[src/rtl/id_ex_unpack.sv]
// rtl/id_ex_unpack.sv - ID->EX packet unpacker with 2-entry skid buffer and flush
// Optional build macro ID_EX_STATS_EN adds stall_cnt/flush_cnt counter outputs.
module id_ex_unpack #(
    parameter int DATA_W = 32,
    localparam int PKT_W = 17 + 3 * DATA_W
) (
    input  logic              clk,
    input  logic              reset,
    input  logic [PKT_W-1:0]  pkt_in,
    input  logic              in_valid,
    output logic              in_ready,
    input  logic              flush,
    input  logic              out_ready,
    output logic              out_valid,
    output logic              mux_complmnt,
    output logic              mux_inp_2,
    output logic              mux_inp_1,
    output logic              mux_d_mem,
    output logic              wrten_reg,
    output logic              d_mem_r,
    output logic              d_mem_w,
    output logic              branch,
    output logic              jump,
    output logic [2:0]        alu_op,
    output logic [2:0]        fun_3,
    output logic [1:0]        mux_result,
    output logic [DATA_W-1:0] data_1,
    output logic [DATA_W-1:0] data_2,
    output logic [DATA_W-1:0] mux_1_out
`ifdef ID_EX_STATS_EN
    ,
    output logic [31:0]       stall_cnt,
    output logic [31:0]       flush_cnt
`endif
);

    localparam int C0 = 3 * DATA_W;

    typedef enum logic [1:0] {EMPTY, ONE, TWO} state_t;

    state_t            state_q, state_d;
    logic [PKT_W-1:0]  h_q, h_d;
    logic [PKT_W-1:0]  s_q, s_d;
    logic              in_ready_q, in_ready_d;
    logic              accept;
    logic              consume;

    assign accept    = in_valid & in_ready_q;
    assign out_valid = (state_q != EMPTY);
    assign consume   = out_valid & out_ready;
    assign in_ready  = in_ready_q;

    always_comb begin
        state_d = state_q;
        h_d     = h_q;
        s_d     = s_q;
        case (state_q)
            EMPTY: begin
                if (accept) begin
                    h_d     = pkt_in;
                    state_d = ONE;
                end
            end
            ONE: begin
                if (accept && consume) begin
                    h_d = pkt_in;
                end else if (accept) begin
                    s_d     = pkt_in;
                    state_d = TWO;
                end else if (consume) begin
                    state_d = EMPTY;
                end
            end
            TWO: begin
                if (consume) begin
                    h_d     = s_q;
                    state_d = ONE;
                end
            end
            default: state_d = EMPTY;
        endcase
        // Flush keeps stored words so data fields hold; dropped packets never load.
        if (flush) begin
            state_d = EMPTY;
            h_d     = h_q;
            s_d     = s_q;
        end
        in_ready_d = (state_d != TWO);
    end

    always_ff @(posedge clk or posedge reset) begin
        if (reset) begin
            state_q    <= EMPTY;
            h_q        <= '0;
            s_q        <= '0;
            in_ready_q <= 1'b0;
        end else begin
            state_q    <= state_d;
            h_q        <= h_d;
            s_q        <= s_d;
            in_ready_q <= in_ready_d;
        end
    end

    assign mux_complmnt = h_q[C0+16];
    assign mux_inp_2    = h_q[C0+15];
    assign mux_inp_1    = h_q[C0+14];
    assign mux_d_mem    = h_q[C0+13];
    assign wrten_reg    = h_q[C0+12] & out_valid;
    assign d_mem_r      = h_q[C0+11] & out_valid;
    assign d_mem_w      = h_q[C0+10] & out_valid;
    assign branch       = h_q[C0+9]  & out_valid;
    assign jump         = h_q[C0+8]  & out_valid;
    assign alu_op       = h_q[C0+7:C0+5];
    assign fun_3        = h_q[C0+4:C0+2];
    assign mux_result   = h_q[C0+1:C0];
    assign data_1       = h_q[3*DATA_W-1:2*DATA_W];
    assign data_2       = h_q[2*DATA_W-1:DATA_W];
    assign mux_1_out    = h_q[DATA_W-1:0];

`ifdef ID_EX_STATS_EN
    logic [31:0] stall_cnt_q, stall_cnt_d;
    logic [31:0] flush_cnt_q, flush_cnt_d;
    logic [1:0]  held;
    logic [1:0]  discard;

    always_comb begin
        held = 2'd0;
        case (state_q)
            ONE:     held = 2'd1;
            TWO:     held = 2'd2;
            default: held = 2'd0;
        endcase
        // A head consumed in the flush cycle reached EX, so it is not discarded.
        discard     = flush ? (held - {1'b0, consume}) : 2'd0;
        stall_cnt_d = stall_cnt_q + {31'd0, out_valid & ~out_ready};
        flush_cnt_d = flush_cnt_q + {30'd0, discard};
    end

    always_ff @(posedge clk or posedge reset) begin
        if (reset) begin
            stall_cnt_q <= '0;
            flush_cnt_q <= '0;
        end else begin
            stall_cnt_q <= stall_cnt_d;
            flush_cnt_q <= flush_cnt_d;
        end
    end

    assign stall_cnt = stall_cnt_q;
    assign flush_cnt = flush_cnt_q;
`endif

endmodule

[config.mk]
export PLATFORM = sky130hd
export DESIGN_NAME = id_ex_unpack
export DESIGN_NICKNAME = d
export VERILOG_FILES = /design/src/rtl/id_ex_unpack.sv
export SDC_FILE = /design/constraint.sdc
export NUM_CORES = 1
export LEC_CHECK = 0
export CORE_MARGIN = 5
export CORE_UTILIZATION = 45
export DETAILED_ROUTE_END_ITERATION = 12
export GPL_ROUTABILITY_DRIVEN = 1
export HOLD_SLACK_MARGIN = 0.02
export PLACE_DENSITY = 0.73
export SYNTH_ARGS = -nofsm -noshare
export SYNTH_HDL_FRONTEND = slang
export SYNTH_SLANG_ARGS = --single-unit
[constraint.sdc]
create_clock -name clk -period 24.2 [get_ports clk]
set_clock_uncertainty 0.05 [all_clocks]
set_input_delay 7.26 -clock clk [delete_from_list [all_inputs] [get_ports clk]]
set_output_delay 7.26 -clock clk [all_outputs]
set_load 0.1 [all_outputs]
# Word-level counts from Yosys, hierarchy flattened
# Cells that the tools add are included.
[op_classes] reduce_logical=6 bitwise=9 muxes=11 eq_ne=6
[op_table] op="2-to-1 mux 113 bit" count=3
[op_table] op="one-hot mux 113 bit (3 select lines)" count=1
[op_table] op="2-to-1 mux 2 bit" count=6
[op_table] op="inequality test 2 bit, second input constant" count=4
[op_table] op="bitwise AND 1 bit" count=7
[op_table] op="one-hot mux 2 bit (3 select lines)" count=1
[op_table] op="AND reduction 5 bit" count=1
[op_table] op="AND reduction 4 bit" count=1
[op_table] op="nonzero test 3 bit" count=1
[op_table] op="equality test 2 x 1 -> 1 bit, second input constant" count=1
[op_table] op="equality test 2 bit, second input constant" count=1
[op_table] op="zero test 2 bit" count=1
[op_table] op="inverter 1 bit" count=2
[op_table] op="nonzero test 2 bit" count=1
[op_table] op="logical AND 1 bit" count=1
[word_totals] word_cells=36 regBits=229 out_inout_bits=115

# Logic depth before layout (Yosys ltp)
[logic_depth] ltp_word=8 depth_mapped=7

# Worst setup path after synthesis
# No wires, ideal clock.
[synth_path] kind="reg2out" from="register state_q[1]" to="output branch" t_arrival_ns=1.870 path_slack_ns=15.020 path_stages_with_launch=3 required_time_ns=16.890 path_cell_list="dfrtp_1 nor2_1 nor2b_1"
[synth_via] elab_chain_len=2
[synth_lines] element="start, declared" line_no="41" source="state_t state_q, state_d;"
[synth_lines] element="start signal, assigned" line_no="98" source="state_q <= state_d;"
[synth_lines] element="nonzero test 2 bit" line_no="49" source="assign out_valid = (state_q != EMPTY);"
[synth_lines] element="bitwise AND 1 bit" line_no="112" source="assign branch = h_q[C0+9] & out_valid;"
[synth_lines] element="end, declared" line_no="22" source="output logic branch,"
# Every way passes these cells.

# Worst setup path in the final report
[layout_path] from="register state_q[0]" to="output d_mem_w"
[layout_via] elab_chain_len=2
[layout_lines] element="nonzero test 2 bit" line_no="49"
[layout_lines] element="bitwise AND 1 bit" line_no="111" source="assign d_mem_w = h_q[C0+10] & out_valid;"
[layout_lines] element="end, declared" line_no="21" source="output logic d_mem_w,"
# Every way passes these cells.

==> reports/results.ini <==
[place]
postPlaceCellArea_sq_mm=0.01206
io_buffer_count=232
place_congestion=0.7477
dp_hpwl_um=14010

[synth]
netlist-cell-type-count=23
async_flop_share_pct=100.0
synth_area_sq_mm=0.01034
synth_top_area_cell=dfrtp_1
synth_edf_count=0
ys_warn_count=0
yosys-top-cells-count=dfrtp_1 (229), buf_4 (116), nand2_1 (115)
ys_seq_area_share_pct=55.42
synth.top_cells.by_area=dfrtp_1 (55%), mux2_2 (12%), mux2i_1 (11%), buf_4 (8.4%), o21ai_0 (5.1%)
synth_most_common_cell=dfrtp_1
ys_seq_elements=229
syn-num-nets=978
synth_ff_type=dfrtp_1
avgSynthCellArea_sq_um=12.02
synth_top_area_share_pct=55.42
synthCells=860

[layout]
layout.nets=1092
fin_util_pct=56.80
regArea_sq_mm=0.005731
area_growth_pct=24.37
drive_gt1_share_pct=16.45
fill_cells=1867
multiInputGateArea_sq_mm=0.003567
design_area_sq_mm=0.01286

[pwr]
powerDensity_mw_per_mm2=106.3
vdd_drop_max_mv=0.05910
power_w=0.001367
p_leak_nw=5.665

[timing]
rsz0062_at_grt=no
drv_slew=0
min_period_ps=9787
setup_tns_ps=0
hold_ws_ps=423.4
setup_viol=0
hold_viol_final=0
max-slew-margin-rel_pct=30.60
fin_crit_sh_pct=40.44
worst_slew_pin_slew_ps=1041
fmax_mhz=102.2

[run]
maxCapViolCount=0

[clocking]
postCtsHoldBufs=0
cts_resized=0
clockBufferDepth=3
htree_num_levels=1
tritoncts=built
clk_pin_slew_ps=60
cts.sinks=229
insertion_delay_ps=500
cts_setup_buffers=0
numCtsBuffers=25
cts-root-buf=clkbuf_16

[drt]
vias_per_cell=4.930
remaining_drc_errors=0
drt_iter0_markers=291
dr.pass1.iters=4
wire_per_inst_um=16.64
routed_wl_um=21250
ant_nets=0
vias=6296

[floorplanning]
fp.dieH_um=161.6
num_rows=55
io_pins=233
start_util_pct=45.67
die_w_um=161.6
die-area_sq_mm=0.02611
core_sq_mm=0.02264

[worst_setup_path]
endpoint_kind=output pin
cp.required_ps=16890
slowest_stage=clkdlybuf4s50_1
cp.arrival_ps=2480
critical-path-max-stage-delay_ps=1180
path_delay_family=buffers and inverters
cp_cell_sequence=nor2_1 -> nor2b_1 -> clkdlybuf4s50_1
critPathLaunchType=flop
critPathMaxFanout=7
criticalPathCategory=flop to output pin
crit_buf_inv=1

[global_route]
antenna_found_initial=1
grt_overflow=0
grt_max_degree=122
grt_pass1_wl_um=34120
grt_pass1_vias=6361
grt_usage_pct=15.88

[hold_path]
hp-class=flop to flop

[outcome]
run_status=complete, no violations

==> stage by stage <==
stage / cells / worst slack [ps]
after floorplan: 860 / 10610
after global placement: 1232 / 14100
after detailed placement: 1232 / 14030
after CTS: 1276 / 14350
after global routing: 1277 / 14270
final: 1277 / 14410
==> per-layer routing <==
metal	GRT usage, %	vias to the layer above	part of all wire (%)
li1	-	3057	-
met1	20.61	3040	43
met2	25.72	157	47
met3	4.619	42	7.2
met4	5.235	0	3.0
met5	0	-	0
==> area by class of cell <==
| cell class | count | share of cell area, % |
|---|---|---|
| Antenna cell | 1 | 0.01946 |
| Timing Repair Buffer | 240 | 18.53 |
| Multi-Input combinational cell | 475 | 27.74 |
| Inverter | 3 | 0.1459 |
| Sequential cell | 229 | 44.56 |
| Clock buffer | 42 | 6.139 |
| Tap cell | 285 | 2.773 |
| Clock inverter | 2 | 0.09730 |
==> placed cells by master (no fill, tap or decap) <==
cell             instances
clkdlybuf4s50_1        232
dfrtp_1                229
nand2_1                114
mux2_2                 113
mux2i_1                113
o21ai_0                106
clkbuf_16               25
clkbuf_8                10
buf_4                    8
o21ai_1                  7
clkbuf_1                 7
nor2b_1                  5
nor2_1                   4
inv_1                    2
diode_2                  1
and3b_1                  1
nand2b_1                 1
nand2_4                  1
and2_1                   1
and4bb_1                 1
a31oi_4                  1
nand2b_2                 1
nor2b_4                  1
nand3_1                  1
o21a_1                   1
a21oi_1                  1
o22a_1                   1
a211o_1                  1
inv_8                    1
clkinv_2                 1
clkinvlp_4               1
==> report_power, final <==
part           switching, W  internal, W  leakage [nW]
Combinational      0.000340     0.000139          2.45
Sequential        0.0000465     0.000477          2.83
Clock              0.000144     0.000220         0.392
==> tightest hold or removal path, stage by stage, from the launching register on <==
cell and delay [ps]:
dfrtp_1 330, nand2_1 40, o21ai_1 60
==> cells by family (layout without fill, tap and decap cells) <==
logic type,after synthesis,count (layout),synth area share [%]
muxes,226,226,23.25
other,0,1,0
and+or+nand+nor,131,131,5.119
buffers and inverters,156,287,10.25
AOI/OAI and AO/OA,118,118,5.966
DFF,229,229,55.42
==> final timing paths <==
| path | from | depth (start not counted) | slack (ps) | to |
|---|---|---|---|---|
| max in group asynchronous | reset | 3 | 15530 | s_q[109] |
| hold reg to reg | h_q[108] | 2 | 420 | h_q[108] |
| min in group asynchronous | reset | 2 | 7320 | h_q[30] |
| hold / removal | h_q[108] | 2 | 420 | h_q[108] |
| setup reg to reg | state_q[1] | 4 | 21240 | h_q[26] |
| setup / recovery | state_q[0] | 3 | 14410 | d_mem_w |
==> flip-flops by register name (all words and copies together) (netlist names) <==
signal,count
s_q,113
in_ready,1
h_q,113
state_q,2
Power figures use the tool's default switching activity.
